$ cat config.mk
export PLATFORM = sky130hd
export DESIGN_NAME = frame_fx_ctrl
export DESIGN_NICKNAME = d
export VERILOG_FILES = /design/src/rtl/fx_pkg.sv /design/src/rtl/sync_debounce.sv /design/src/rtl/frame_fx_ctrl.sv
export SDC_FILE = /design/constraint.sdc
export NUM_CORES = 1
export LEC_CHECK = 0
export CAP_MARGIN = 5
export CORE_ASPECT_RATIO = 1.25
export CORE_UTILIZATION = 55
export CTS_CLUSTER_DIAMETER = 50
export CTS_CLUSTER_SIZE = 24
export DETAILED_ROUTE_END_ITERATION = 16
export PLACE_DENSITY = 0.83
export SYNTH_ARGS = -nofsm -noshare
export SYNTH_HDL_FRONTEND = slang
export SYNTH_SLANG_ARGS = --single-unit
$ cat constraint.sdc
create_clock -name clk -period 2.86 [get_ports clk]
set_input_delay 0.572 -clock clk [delete_from_list [all_inputs] [get_ports clk]]
set_output_delay 0.572 -clock clk [all_outputs]
set_load 0.005 [all_outputs]
$ cat src/rtl/fx_pkg.sv
// Shared definitions for the frame effect controller: FSM state encoding,
// effect bit positions and mask width.
package fx_pkg;

    localparam int FX_W    = 4;
    localparam int FX_GRAY = 0;
    localparam int FX_INV  = 1;
    localparam int FX_EDGE = 2;
    localparam int FX_MIRR = 3;

    typedef enum logic [1:0] {
        IDLE   = 2'd0,
        ARMED  = 2'd1,
        APPLY  = 2'd2,
        SETTLE = 2'd3
    } fx_state_e;

    typedef logic [FX_W-1:0] fx_mask_t;

endpackage

$ cat src/rtl/sync_debounce.sv
// Two-flop synchronizer with optional stability filter and a registered
// one-cycle rising-edge pulse.
module sync_debounce
    import fx_pkg::*;
#(
    parameter bit DEBOUNCE   = 1'b0,
    parameter int DEB_CYCLES = 1,
    parameter bit HOLD_OFF   = 1'b0
) (
    input  logic clk,
    input  logic rst,
    input  logic din,
    output logic rise
);

    logic [1:0] sync_reg;
    logic [1:0] fill_reg;
    logic       level;
    logic       level_prev_reg;
    logic       seen_low_reg;
    logic       rise_reg;

    generate
        if (DEBOUNCE) begin : g_deb
            localparam int CW = $clog2(DEB_CYCLES + 1);
            logic [CW-1:0] cnt_reg;
            logic          stable_reg;

            // The filtered level only follows the input after DEB_CYCLES
            // consecutive cycles of disagreement.
            always_ff @(posedge clk) begin
                if (rst) begin
                    cnt_reg    <= '0;
                    stable_reg <= 1'b0;
                end else if (sync_reg[1] == stable_reg) begin
                    cnt_reg <= '0;
                end else if (cnt_reg == CW'(DEB_CYCLES - 1)) begin
                    stable_reg <= sync_reg[1];
                    cnt_reg    <= '0;
                end else begin
                    cnt_reg <= cnt_reg + CW'(1);
                end
            end

            assign level = stable_reg;
        end else begin : g_nodeb
            assign level = sync_reg[1];
        end
    endgenerate

    // With HOLD_OFF, an input already high out of reset must be seen low
    // (after the synchronizer has filled) before any edge is reported.
    always_ff @(posedge clk) begin
        if (rst) begin
            sync_reg       <= '0;
            fill_reg       <= '0;
            level_prev_reg <= 1'b0;
            seen_low_reg   <= 1'b0;
            rise_reg       <= 1'b0;
        end else begin
            sync_reg       <= {sync_reg[0], din};
            fill_reg       <= {fill_reg[0], 1'b1};
            level_prev_reg <= level;
            if (fill_reg[1] && !sync_reg[1] && !level) begin
                seen_low_reg <= 1'b1;
            end
            rise_reg <= level & ~level_prev_reg & (seen_low_reg | ~HOLD_OFF);
        end
    end

    assign rise = rise_reg;

endmodule

$ cat src/rtl/frame_fx_ctrl.sv
// Frame-synchronous effect-mask controller. Define FX_DEBOUNCE_EN to enable
// the DEB_CYCLES stability filter on btn_req.
module frame_fx_ctrl
    import fx_pkg::*;
#(
    parameter int DEB_CYCLES    = 50000,
    parameter int SETTLE_FRAMES = 2
) (
    input  logic            clk,
    input  logic            rst,
    input  logic            vsync,
    input  logic            btn_req,
    input  logic [FX_W-1:0] sw_mode,
    output logic [FX_W-1:0] fx_en,
    output logic            frame_en,
    output logic            pending,
    output logic [15:0]     frame_cnt
);

`ifdef FX_DEBOUNCE_EN
    localparam bit BTN_DEBOUNCE = 1'b1;
`else
    localparam bit BTN_DEBOUNCE = 1'b0;
`endif

    localparam logic [1:0] S_IDLE   = IDLE;
    localparam logic [1:0] S_ARMED  = ARMED;
    localparam logic [1:0] S_APPLY  = APPLY;
    localparam logic [1:0] S_SETTLE = SETTLE;

    localparam int SW = (SETTLE_FRAMES < 1) ? 1 : $clog2(SETTLE_FRAMES + 1);

    logic [1:0]  state_reg;
    fx_mask_t    fx_reg;
    fx_mask_t    pend_mask_reg;
    logic        queued_reg;
    logic [SW-1:0] settle_cnt_reg;
    logic [15:0] frame_cnt_reg;
    logic        press;
    logic        frame_pulse;

    sync_debounce #(
        .DEBOUNCE   (1'b0),
        .DEB_CYCLES (1),
        .HOLD_OFF   (1'b0)
    ) vsync_sync (
        .clk  (clk),
        .rst  (rst),
        .din  (vsync),
        .rise (frame_pulse)
    );

    sync_debounce #(
        .DEBOUNCE   (BTN_DEBOUNCE),
        .DEB_CYCLES (DEB_CYCLES),
        .HOLD_OFF   (1'b1)
    ) btn_sync (
        .clk  (clk),
        .rst  (rst),
        .din  (btn_req),
        .rise (press)
    );

    always_ff @(posedge clk) begin
        if (rst) begin
            state_reg      <= S_IDLE;
            fx_reg         <= '0;
            pend_mask_reg  <= '0;
            queued_reg     <= 1'b0;
            settle_cnt_reg <= '0;
            frame_cnt_reg  <= '0;
        end else begin
            if (frame_pulse) begin
                frame_cnt_reg <= frame_cnt_reg + 16'd1;
            end
            case (state_reg)
                S_IDLE: begin
                    if (press) begin
                        pend_mask_reg <= sw_mode;
                        state_reg     <= S_ARMED;
                    end
                end
                S_ARMED: begin
                    // A press coinciding with the frame start wins: the new
                    // mask waits for the following frame.
                    if (press) begin
                        pend_mask_reg <= sw_mode;
                    end else if (frame_pulse) begin
                        state_reg <= S_APPLY;
                    end
                end
                S_APPLY: begin
                    fx_reg         <= pend_mask_reg;
                    settle_cnt_reg <= SW'(SETTLE_FRAMES);
                    queued_reg     <= press;
                    if (press) begin
                        pend_mask_reg <= sw_mode;
                    end
                    state_reg <= S_SETTLE;
                end
                S_SETTLE: begin
                    if (press) begin
                        pend_mask_reg <= sw_mode;
                        queued_reg    <= 1'b1;
                    end
                    if (settle_cnt_reg == '0) begin
                        state_reg  <= (queued_reg | press) ? S_ARMED : S_IDLE;
                        queued_reg <= 1'b0;
                    end else if (frame_pulse) begin
                        settle_cnt_reg <= settle_cnt_reg - SW'(1);
                    end
                end
                default: state_reg <= S_IDLE;
            endcase
        end
    end

    generate
        for (genvar gi = 0; gi < FX_W; gi++) begin : g_fx
            assign fx_en[gi] = fx_reg[gi];
        end
    endgenerate

    assign frame_en  = frame_pulse;
    assign frame_cnt = frame_cnt_reg;
    assign pending   = (state_reg == S_ARMED) || ((state_reg == S_SETTLE) && queued_reg);

endmodule

==> summary.md, run 1 <==
Once placement finished, the instance area stood at 0.002016 mm^2. The element type at the critical path start is a flop. The time the final worst path needs with I/O delays and setup is 2292 ps.

In this run the worst setup path begins at state_reg[0]. The core area is 0.002945 mm^2, and the number of synthesized register bits is 40. The post-route cell area is 0.002082 mm^2. The final hold violation count came out at 0. The run gives 0.5748 as the starting density of the core. Counting cells, the worst reg-to-reg path comes to 5.

Timing would allow up to 436.3 MHz. The largest net degree at the start of global routing was 19; the number of filler cells placed in the layout was 232. The initial antenna violation count is 0, and the fraction of registers with async set or reset after synthesis is 0.

Summed over all layers, the global routing overflow is 0. For this design the static power due to leakage is 0.0007884 uW. The die is 64.03 um tall. The power density over the cells works out to 515.4 mW/mm^2. Number of global-route vias before repair: 1,376.

Slack of the worst reg-to-reg path: 1000 ps. The maximum number of buffers from clock root to sink was 2; the total CTS buffers was 5. The worst setup path is of the reg2out kind.

Max-capacitance violation count: 0. The worst-case IR drop observed on VDD is 0.0004353 V. After detailed routing, the number of remaining DRC violations is 0. Wire segments on met2 add up to 1.929 mm in the final route. The quantity of gates resized following cts was 0; the area growth from synthesis to layout was 22.99%. The path class of the tightest hold or removal check is reg2reg. Along the worst path, the maximum fanout reaches 6.

The flow ran to the end, and the final reports show no timing, DRC or antenna violations. For the pin with the worst max-slew slack, the measured transition is 566.8 ps. In this run the clock root is driven by a sky130_fd_sc_hd__clkbuf_4. Once detail routing completed, the nets flagged for antenna violations numbered 0. In this run the core area contains 22 standard-cell rows.

For the clock network latency to the later pin of the worst-skew pair, the log shows 350 ps. The run gives 0.2316 as the total global-route track usage. The register with the most flip-flops in the layout has 16 of them. The tools report the quantity of hold-fixing buffers added after cts as 0. The die covers 0.003305 mm^2. Once detailed placement completed, the half-perimeter wirelength came to 2.639 mm. In this run the critical register-to-register path is captured at state_reg[0]. After clock tree synthesis, the clock-pin slew on the worst setup and hold paths is 120 ps. The share of the synthesized area in the top cell type is 0.4730, and the utilization after layout is 0.7069.

Top routing layer in use: met4. The first-pass GRT wire length came out at 5.637 mm. Ratio of routed vias to standard cells: 5.423. In the final design database the tool counted 228 nets.

Ranked by instance count, the synthesized netlist is headed by 40 x sky130_fd_sc_hd__dfxtp_1, 28 x sky130_fd_sc_hd__nor2_1, 13 x sky130_fd_sc_hd__inv_1, 10 x sky130_fd_sc_hd__mux2i_1. The tools report the buffer count from post-CTS setup fixing as 0. The most used flip-flop cell after synthesis is sky130_fd_sc_hd__dfxtp_1. Wire segments on met3 add up to 102 um in the final route. The tools report the detailed router's first-iteration violation count as 41.

During synthesis, Yosys emitted a total of 0 warnings. The routed wire length is 3.435 mm. The synthesized area divided by synthesized cell count is 9.457 um^2, and the number of top-level pins is 30. The synthesized netlist contains 34 unique library cells. The average wire length per cell after detail routing is 13.85 um. The design draws 1073 uW.

The most used standard cell by instance count after synthesis was sky130_fd_sc_hd__dfxtp_1. Setup repair after global routing left no endpoint under its margin. By area the synthesized netlist is led by sky130_fd_sc_hd__dfxtp_1 47%, sky130_fd_sc_hd__ha_1 6.7%, sky130_fd_sc_hd__nor2_1 6.2%, sky130_fd_sc_hd__mux2i_1 5.9%, sky130_fd_sc_hd__xnor2_1 3.6%. The tightest hold path in the finished design has a slack of 411.2 ps.

The post-synthesis sequential area ratio is 0.4730, and the clock sink total is 40. The H-tree generated during clock tree synthesis spans 2 levels. The area taken by flip-flops and latches came out at 800.8 um^2. The number of slew-limit violations in the final report is 0, and the data required time of the critical path is 2290 ps. TritonCTS built the clock tree. Startpoint of the lowest-slack register-to-register path: state_reg[0]. Synthesis produced a netlist whose cell count is 179. The final worst-path cycle share works out to 0.8013. The repair_antennas step left the layout with diodes totalling 0. Data on the critical path arrives at its endpoint at 1720 ps. The weighted congestion reported at the end of routability-driven placement was 0.7736; the netlist area before placement was 0.001693 mm^2. In this run the tool buffered the top-level ports with 29 buffer cells.

For the post-synth net total, the log shows 196. In this run the horizontal extent of the chip is 51.62 um. The logs give 4 for the total iterations of the first detailed-routing run and 0 for the total of endpoints with negative setup slack in the final report.

Fraction of final layout cells with drive strength greater than 1: 0.08491. The top cell type by total area after synthesis is sky130_fd_sc_hd__dfxtp_1. The detailed router placed 1,345 vias in this run. The relative max-transition margin was 0.6221; the number of enable-type register cells in the synthesized netlist was 0. For the final database, setup skew stands at 10.70 ps. The run gives 815.8 um^2 as the area occupied by multi-input gates. The tools report the termination of the worst setup path as pending. The setup TNS was 0 ps. The worst setup path is captured at a primary output. After detailed routing, the wire length on met1 is 1.338 mm.
power by group:
group	total (uW)	internal, uW	leakage (uW)	switching [uW]
combinational	165	83.6	0.000433	81.2
clock	303	119	0.0000305	184
sequential	605	583	0.000324	21.8
total	1070	786	0.000788	287
how the worst min path moves through the flow:
| stage | from | end | slack [ps] | cells past startpoint |
|---|---|---|---|---|
| after CTS | vsync_sync.level_prev_reg | vsync_sync.rise | 420 | 1 |
| after global routing | vsync_sync.level_prev_reg | vsync_sync.rise | 420 | 1 |
| final | vsync_sync.level_prev_reg | vsync_sync.rise | 410 | 1 |
| after detailed placement | vsync_sync.level_prev_reg | vsync_sync.rise | 410 | 1 |
| after floorplan | vsync_sync.level_prev_reg | vsync_sync.rise | 370 | 1 |
| after global placement | vsync_sync.level_prev_reg | vsync_sync.rise | 370 | 1 |
stage by stage:
stage          cells  worst slack (ps)
4_1_cts          248             566.3
3_3_place_gp     240             984.6
2_1_floorplan    179              1287
6_report         248             568.2
5_1_grt          248             480.6
3_5_place_dp     240             956.7
placed cells by master (no fill, tap or decap), types with 4 or more instances in the layout:
cell type	Yosys	routed
sky130_fd_sc_hd__a21oi_1	9	9
sky130_fd_sc_hd__o21ai_0	4	4
sky130_fd_sc_hd__nand3_1	5	5
sky130_fd_sc_hd__nor3_1	4	4
sky130_fd_sc_hd__mux2i_1	10	10
sky130_fd_sc_hd__clkdlybuf4s50_1	0	29
sky130_fd_sc_hd__clkbuf_4	0	5
sky130_fd_sc_hd__xnor2_1	7	7
sky130_fd_sc_hd__nor2_1	28	28
sky130_fd_sc_hd__nor2b_1	8	8
sky130_fd_sc_hd__ha_1	9	9
sky130_fd_sc_hd__nand2_1	6	6
sky130_fd_sc_hd__inv_1	13	13
sky130_fd_sc_hd__dfxtp_1	40	40
worst max-delay path: stages, from the launching register on:
cell	delay (ps)
sky130_fd_sc_hd__dfxtp_1	450
sky130_fd_sc_hd__ha_1	290
sky130_fd_sc_hd__a21o_1	150
sky130_fd_sc_hd__clkdlybuf4s50_1	490
logic make-up (layout without fill, tap and decap cells):
| family | count (synthesis) | count (layout) | synth area share |
|---|---|---|---|
| AND/OR/NAND/NOR | 69 | 69 | 0.2188 |
| flip-flops | 40 | 40 | 0.4730 |
| AO/OA/AOI/OAI | 21 | 21 | 0.07908 |
| buffers and inverters | 19 | 52 | 0.04508 |
| multiplexers | 11 | 11 | 0.06578 |
| XOR/XNOR | 10 | 10 | 0.05174 |
| adder cells (fa/ha/maj) | 9 | 9 | 0.06652 |
layout make-up:
type / instances / area share
tap: 36 / 0.02163
clock inverter: 2 / 0.007212
inverter: 13 / 0.02344
sequential: 40 / 0.3846
timing repair buffer: 31 / 0.1466
multi-input combinational: 120 / 0.3918
clock buffer: 6 / 0.02464
per-layer routing:
| layer | global-route usage | up-vias |
|---|---|---|
| met4 | 0.1149 | 0 |
| met5 | 0 | - |
| met1 | 0.2152 | 651 |
| met3 | 0.07619 | 7 |
| met2 | 0.4318 | 19 |
| li1 | - | 668 |
Power figures use the tool's default switching activity.
==> run 2, diff against run 1 <==
- CORE_UTILIZATION: 55 -> 51
- PLACE_DENSITY: 0.83 -> 0.78
- clock period: 2.86 -> 2.25 ns (I/O delays scaled with it)
==> run 2 against run 1 <==
  * Global-route usage down 2.3 points
  * Non-clock buffer count unchanged
  * Core utilization down 3.7 points
  * Largest cell class unchanged
  * Critical path depth up 1
  * First-iteration DRC count down 56%
  * Sequential share of layout area down 1.1 points
  * Count of clock-buffer cells in the layout down 1
  * Hold slack worse by 28 ps
  * Critical path type unchanged
  * Combinational power up 24%
  * Final area up 2.8%
  * Power up 44%
==> summary.md, run 2 (synthesis gave the netlist of run 1 again) <==
The flow ran to the end, and the final reports show no timing, DRC or antenna violations. The number of nets at the end of the flow was 228 (unchanged); the quantity of gates resized following cts was 0 (unchanged). The power density over the cells was 722.0 mW/mm^2 (+40%); the relative max-transition margin was 0.6550 (+0.03291).

For the first-pass GRT wire length, the log shows 5.230 mm (-7.2%). The run gives 383.0 ps (-28.18 ps) as the final hold slack. The count of port buffers added during placement was 29 (unchanged).

The slew at the pin closest to its max-slew limit came out at 517.5 ps (-49.36 ps). The logs give 0 (unchanged) for the max-capacitance violation count and 23 (+4.5%) for the row count. In the layout the commonest cells are 40 x sky130_fd_sc_hd__dfxtp_1, 29 x sky130_fd_sc_hd__clkdlybuf4s50_1, 28 x sky130_fd_sc_hd__nor2_1. Maximum number of buffers from clock root to sink: 2 (unchanged).

The height of the die is 66.42 um (+3.7%). The tools report the routed wire length as 3.224 mm (-6.1%). The weighted congestion reported at the end of routability-driven placement came out at 0.7711 (-0.32%). The total number of vias is 1,299 (-3.4%). The run gives 0.2084 (-0.02320) as the total global-route track usage. The number of flip-flops in the largest register was 16 (unchanged); the number of filler cells placed in the layout was 253 (+9.1%). The logs give 0 (unchanged) for the total of endpoints with negative setup slack in the final report and 1,252 (-9.0%) for the number of global-route vias before repair. Timing would allow up to 477.6 MHz.

TritonCTS built the clock tree. The critical path is of the reg2out type. The initial antenna violation count was 0 (unchanged).

The fraction of final layout cells with drive strength greater than 1 is 0.08491 (unchanged), and the area growth from synthesis to layout is 26.46%. The number of routed nets with antenna violations came out at 0 (unchanged). The clock sink total came out at 40 (unchanged). For the largest net degree at the start of global routing, the log shows 22 (+3).

The logs give 0 (unchanged) for the quantity of hold-fixing buffers added after cts and 2.301 mm (-13%) for the detailed-placement wirelength estimate. The critical path arrival is 1640 ps (-80 ps), and the data required time of the critical path is 1800 ps (-490 ps). Clock edge transition at the registers on the reported setup and hold paths: 70 ps (-50 ps). The setup TNS was 0 ps (unchanged); the total CTS buffers was 5 (unchanged). The final worst-path cycle share is 0.9306, and the pre-CTS setup slack is 414.5 ps (-542.2 ps). Length in cells of the worst reg-to-reg path: 6 (+1). The final hold violation count came out at 0 (unchanged). The die boundary width was 53.53 um (+3.7%); the clock network latency to the later pin of the worst-skew pair was 290 ps (-60 ps). The logs give 0.003555 mm^2 (+7.6%) for the die area and 0.0008676 V (+99%) for the maximum ir drop on the vdd rail.

The run gives 2.115 ps (-8.583 ps) as the final clock skew. The largest driver fanout on the critical path works out to 6 (unchanged). For the number of design rule violations left after detail routing, the log shows 0 (unchanged). The total iterations of the first detailed-routing run is 4 (unchanged).

After layout, the minimum clock period comes to 2094 ps. The run gives 0.0008166 uW (+3.6%) as the leakage dissipation. The tree is rooted in a sky130_fd_sc_hd__clkbuf_8. The H-tree level count is 2 (unchanged). The run gives 156.1 ps (-412.1 ps) as the post-route worst setup slack.

The logs give 0 (unchanged) for the number of diodes and 0 (unchanged) for the buffer count from post-CTS setup fixing. The core area came out at 0.003194 mm^2 (+8.5%). The average wire length per cell after detail routing was 12.95 um (-6.5%).

Number of top-level pins: 30 (unchanged). Global route total overflow: 0 (unchanged). Leaving out fill and tap cells, the most frequent cell in the layout is sky130_fd_sc_hd__dfxtp_1.

The run gives 800.8 um^2 (unchanged) as the area taken by flip-flops and latches. The run gives 0 (unchanged) as the number of slew-limit violations in the final report. Starting density of the core: 0.5300 (-0.04480).

The run gives 18 (-56%) as the detailed router's first-iteration violation count. The ratio of routed vias to standard cells came out at 5.217 (-3.8%). The area occupied by multi-input gates is 815.8 um^2 (unchanged). The hold path depth works out to 1 (unchanged). The worst setup path is launched from a flop.

STA classifies the critical path endpoint as a primary output. Setup repair after global routing left no endpoint under its margin. The path class of the tightest hold or removal check is reg2reg.
==> run 2: through the flow <==
stage	utilization	total power (uW)	area (um^2)	cells
floorplan	-	921.4	1693	179
global placement	0.6353	971.7	2029	241
detailed placement	0.6353	989.9	2029	241
CTS	0.6702	1570	2141	249
global route	0.6702	1626	2141	249
finish	0.6702	1546	2141	249
==> run 2: routing by layer <==
metal,part of all wire,track usage,vias to the layer above
met5,0,0,-
met4,0.016,0.09868,0
met3,0.032,0.07816,4
met2,0.53,0.3531,21
met1,0.42,0.2208,609
li1,-,-,665
==> run 2: power by group <==
part	internal (uW)	switching, uW	leakage, uW
Combinational	107	98.6	0.000438
Clock	328	246	0.0000541
Sequential	741	25.6	0.000324
Total	1180	370	0.000817
==> run 2: area by class of cell <==
class / count / share of cell area
multi-input cells: 120 / 0.3811
clock inverters: 3 / 0.01987
flip-flops and latches: 40 / 0.3741
clock buffers: 5 / 0.03214
well taps: 37 / 0.02162
inverters: 13 / 0.02279
repair buffers: 31 / 0.1485
==> run 2: path summary, 6_finish.rpt <==
check / start / endpoint / slack [ps]
max: state_reg[1] / pending / 160
min: vsync_sync.level_prev_reg / vsync_sync.rise / 380
max reg2reg: state_reg[0] / pend_mask_reg[3] / 430
min reg2reg: vsync_sync.level_prev_reg / vsync_sync.rise / 380
==> run 2: critical path, cell delays in order (launching register included) <==
cell and delay [ps]:
sky130_fd_sc_hd__dfxtp_1 420, sky130_fd_sc_hd__inv_1 130, sky130_fd_sc_hd__ha_1 210, sky130_fd_sc_hd__a21o_1 150, sky130_fd_sc_hd__clkdlybuf4s50_1 430
==> run 3, diff against run 2 <==
--- a/config.mk
+++ b/config.mk
@@ -12,6 +12,8 @@
 export CTS_CLUSTER_SIZE = 24
 export DETAILED_ROUTE_END_ITERATION = 16
-export PLACE_DENSITY = 0.78
+export HOLD_SLACK_MARGIN = 0.06
+export PLACE_DENSITY = 0.77
 export SYNTH_ARGS = -nofsm -noshare
 export SYNTH_HDL_FRONTEND = slang
+export SYNTH_HIERARCHICAL = 1
 export SYNTH_SLANG_ARGS = --single-unit
==> constraint.sdc (replaced) <==
create_clock -name clk -period 2.25 [get_ports clk]
set_input_delay 0.225 -clock clk [delete_from_list [all_inputs] [get_ports clk]]
set_output_delay 0.225 -clock clk [all_outputs]
set_load 0.005 [all_outputs]
==> run 3 against run 2 <==
  * Power grew 2.8%
  * Count of clock-buffer cells in the layout grew 2
  * Sequential power is essentially flat
  * Register-to-register slack lost 20 ps
  * Clock skew grew 3.5 ps
  * Wire length grew 0.37%
  * First-iteration DRC count grew 39%
  * Non-clock buffer count is the same
  * Combinational power shrank 7%
  * Die area grew 1.6%
  * Global-route usage shrank 0.86 points
  * Flip-flop and latch count is the same
  * Critical path type unchanged
  * Largest cell class unchanged
==> summary.md, run 3 <==
For the post-synth net total, the log shows 193 (-1.5%). The number of enable-type register cells in the synthesized netlist was 0 (unchanged). Grouping stages by cell kind, the critical path spends the most delay in buffers and inverters. The number of nets at the end of the flow came out at 223 (-2.2%).

The top achievable clock speed was 525.4 MHz (+10%); the final worst-path cycle share was 0.8459 (-0.08475). The row count was 23 (unchanged). Number of design rule violations left after detail routing: 0 (unchanged).

Total iterations of the first detailed-routing run: 4 (unchanged). The buffer count from post-CTS setup fixing was 0 (unchanged); the clock edge transition at the registers on the reported setup and hold paths was 80 ps (about the same). The core area came out at 0.003223 mm^2 (+0.90%). The slowest stage of the critical path is the sky130_fd_sc_hd__clkdlybuf4s50_1 cell. The die boundary width is 53.95 um (+0.78%).

Data required time of the critical path: 2030 ps (+230 ps). The worst stage delay on the critical path was 490 ps (+60 ps). For the leakage dissipation, the log shows 0.0008446 uW (+3.4%). Most used standard cell by instance count after synthesis: sky130_fd_sc_hd__dfxtp_1. Worst setup path category: reg2out. The run gives 37 (+8.8%) as the count of cell types in the netlist.

The leading cell type in the layout, fill and taps excluded is sky130_fd_sc_hd__dfxtp_1. The post-synthesis cell count was 175 (-2.2%); the global route total overflow was 0 (unchanged). The startpoint identified for the worst hold timing path is vsync_sync/level_prev_reg.

The weighted congestion reported at the end of routability-driven placement was 0.7440 (-3.5%). The tools report the total number of vias as 1,287 (-0.92%). The fraction of final layout cells with drive strength greater than 1 is 0.09223 (+0.007327), and the share of the synthesized area in the top cell type is 0.4655 (-0.007568). The buffers plus inverters on the worst setup path is 1 (-1), and the number of flip-flops in the largest register is 16 (unchanged). For the post-synthesis sequential area ratio, the log shows 0.4655 (-0.007568).

The element type at the critical path start is a flop. The met2 usage was 0.3534 (about the same). The number of synthesized register bits is 40 (unchanged), and the synthesized area divided by synthesized cell count is 9.831 um^2 (+3.9%). The slew at the pin closest to its max-slew limit is 489.4 ps (-28.10 ps).

The logs give 1,221 (-2.5%) for the number of global-route vias before repair and 0.1998 (-0.008616) for the total global-route track usage. The largest driver fanout on the critical path was 7 (+1); the clock sink total was 40 (unchanged). The tools report the maximum ir drop on the vdd rail as 0.0007520 V (-13%). In this run the worst hold path is classified as reg2reg.

The logs give 0 ps (unchanged) for the setup TNS and 0.2075 (-0.01328) for the met1 usage. The number of filler cells placed in the layout is 265 (+4.7%), and the number of routed nets with antenna violations is 0 (unchanged). The critical path goes through ha_1, a21o_1, clkdlybuf4s50_1. Yosys attributes the largest share of cell area to sky130_fd_sc_hd__dfxtp_1 47%, sky130_fd_sc_hd__ha_1 7.3%, sky130_fd_sc_hd__nor2_1 5.9%, sky130_fd_sc_hd__mux2i_1 5.8%, sky130_fd_sc_hd__xor2_1 5.1%. The first-pass GRT wire length was 5.106 mm (-2.4%); the quantity of hold-fixing buffers added after cts was 0 (unchanged). The critical path arrival came out at 1680 ps (+40 ps).

The run finished with clean final reports. Area growth from synthesis to layout: 25.02%. The routed wire length was 3.236 mm (+0.37%). Detailed-placement wirelength estimate: 2.373 mm (+3.1%). The master cell of the clock root buffer was sky130_fd_sc_hd__clkbuf_8. The die area was 0.003611 mm^2 (+1.6%).

sky130_fd_sc_hd__dfxtp_1 takes more of the synthesized area than any other cell. The number of top-level pins came out at 30 (unchanged). In the synthesized netlist, the cells that appear most often are 40 x sky130_fd_sc_hd__dfxtp_1, 27 x sky130_fd_sc_hd__nor2_1. The max-capacitance violation count is 0 (unchanged), and the height of the die is 66.94 um (+0.78%).

The power density over the cells is 738.4 mW/mm^2 (+2.3%). The largest net degree at the start of global routing came out at 41 (+86%). The tools report the netlist area before placement as 0.001720 mm^2 (+1.6%). The most used flip-flop cell after synthesis is sky130_fd_sc_hd__dfxtp_1.

Fraction of registers with async set or reset after synthesis: 0 (unchanged). TritonCTS built the clock tree. The initial antenna violation count is 0 (unchanged), and the routing usage on met3 is 0.06849 (-0.009668). The tools report the starting density of the core as 0.5338 (+0.003809). The overall power after layout came out at 1588 uW (+2.8%). The warning count from the yosys run came out at 6 (+6). The H-tree level count was 2 (unchanged). The time the final worst path needs with I/O delays and setup is 1903 ps (-190.7 ps), and the quantity of gates resized following cts is 0 (unchanged). The number of slew-limit violations in the final report is 0 (unchanged).

Tracing the worst setup path back leads to its startpoint at state_reg[1]. Total CTS buffers: 5 (unchanged). The total of endpoints with negative setup slack in the final report came out at 0 (unchanged). The startpoint identified for the worst register-to-register timing path is state_reg[0]. The detailed router's first-iteration violation count came out at 25 (+7). The average wire length per cell after detail routing was 13.32 um (+2.9%); the number of diodes was 0 (unchanged).

The count of port buffers added during placement came out at 29 (unchanged). Highest-utilization routing layer at the global route stage: met2. The logs give 0 (unchanged) for the final hold violation count and 290 ps (about the same) for the clock network latency to the later pin of the worst-skew pair. The relative max-transition margin is 0.6738 (+0.01873), and the maximum number of buffers from clock root to sink is 2 (unchanged). Sort of element at the end of the critical path: a primary output. Ratio of routed vias to standard cells: 5.296 (+1.5%). The top cell types in the final layout, fill and taps aside, are 40 x sky130_fd_sc_hd__dfxtp_1, 29 x sky130_fd_sc_hd__clkdlybuf4s50_1, 27 x sky130_fd_sc_hd__nor2_1.

Setup repair after global routing left no endpoint under its margin. The final clock skew was 5.632 ps (+3.517 ps).
run 3: logic make-up (layout without fill, tap and decap cells):
group / count (synthesis) / in the layout / synth area share
and+or+nand+nor: 66 / 66 / 0.2218
DFF: 40 / 40 / 0.4655
adders and majority gates: 10 / 10 / 0.07273
muxes: 11 / 11 / 0.06473
AOI/OAI and AO/OA: 18 / 18 / 0.06472
xor gates and xnor gates: 12 / 12 / 0.06109
buffers and inverters: 18 / 49 / 0.04945
run 3: cell type report:
type	instances	area, um^2	area share
clock buffer	7	96.34	0.04479
clock inverter	1	30.03	0.01396
inverter	10	37.54	0.01745
multi-input combinational	117	834.6	0.3880
sequential	40	800.8	0.3723
tap	37	46.29	0.02152
timing repair buffer	31	305.3	0.1419
run 3: worst paths after layout:
kind                      endpoint  slack, ps  cells after the start
hold reg to reg    vsync_sync/rise        410                      1
hold / removal     vsync_sync/rise        410                      1
setup / recovery           pending        350                      3
setup reg to reg  pend_mask_reg[1]        410                      6
run 3: power breakdown:
part	total, uW	internal, uW	leakage (uW)	switching (uW)
Combinational	190	99.2	0.000456	90.5
Sequential	766	741	0.000324	25.5
Clock	632	391	0.0000645	241
run 3: layer usage:
metal  up-vias  routed length (um)  part of all wire
li1        639                   -                 -
met1       613                1352              0.42
met2        30                1667              0.52
met3         5                 163             0.050
met4         0                  52             0.016
met5         -                   0                 0
run 3: per-stage QoR:
stage / instances / cell area, um^2 / setup slack (ps) / hold slack [ps] / utilization
after floorplan: 175 / 1720 / 673.9 / 281.5 / -
after global placement: 235 / 2024 / 532.7 / 396.7 / 0.6281
after detailed placement: 235 / 2024 / 396.0 / 398.8 / 0.6281
after CTS: 243 / 2151 / 337.4 / 413.7 / 0.6673
after global routing: 243 / 2151 / 271.8 / 433.2 / 0.6673
final: 243 / 2151 / 346.8 / 410.8 / 0.6673
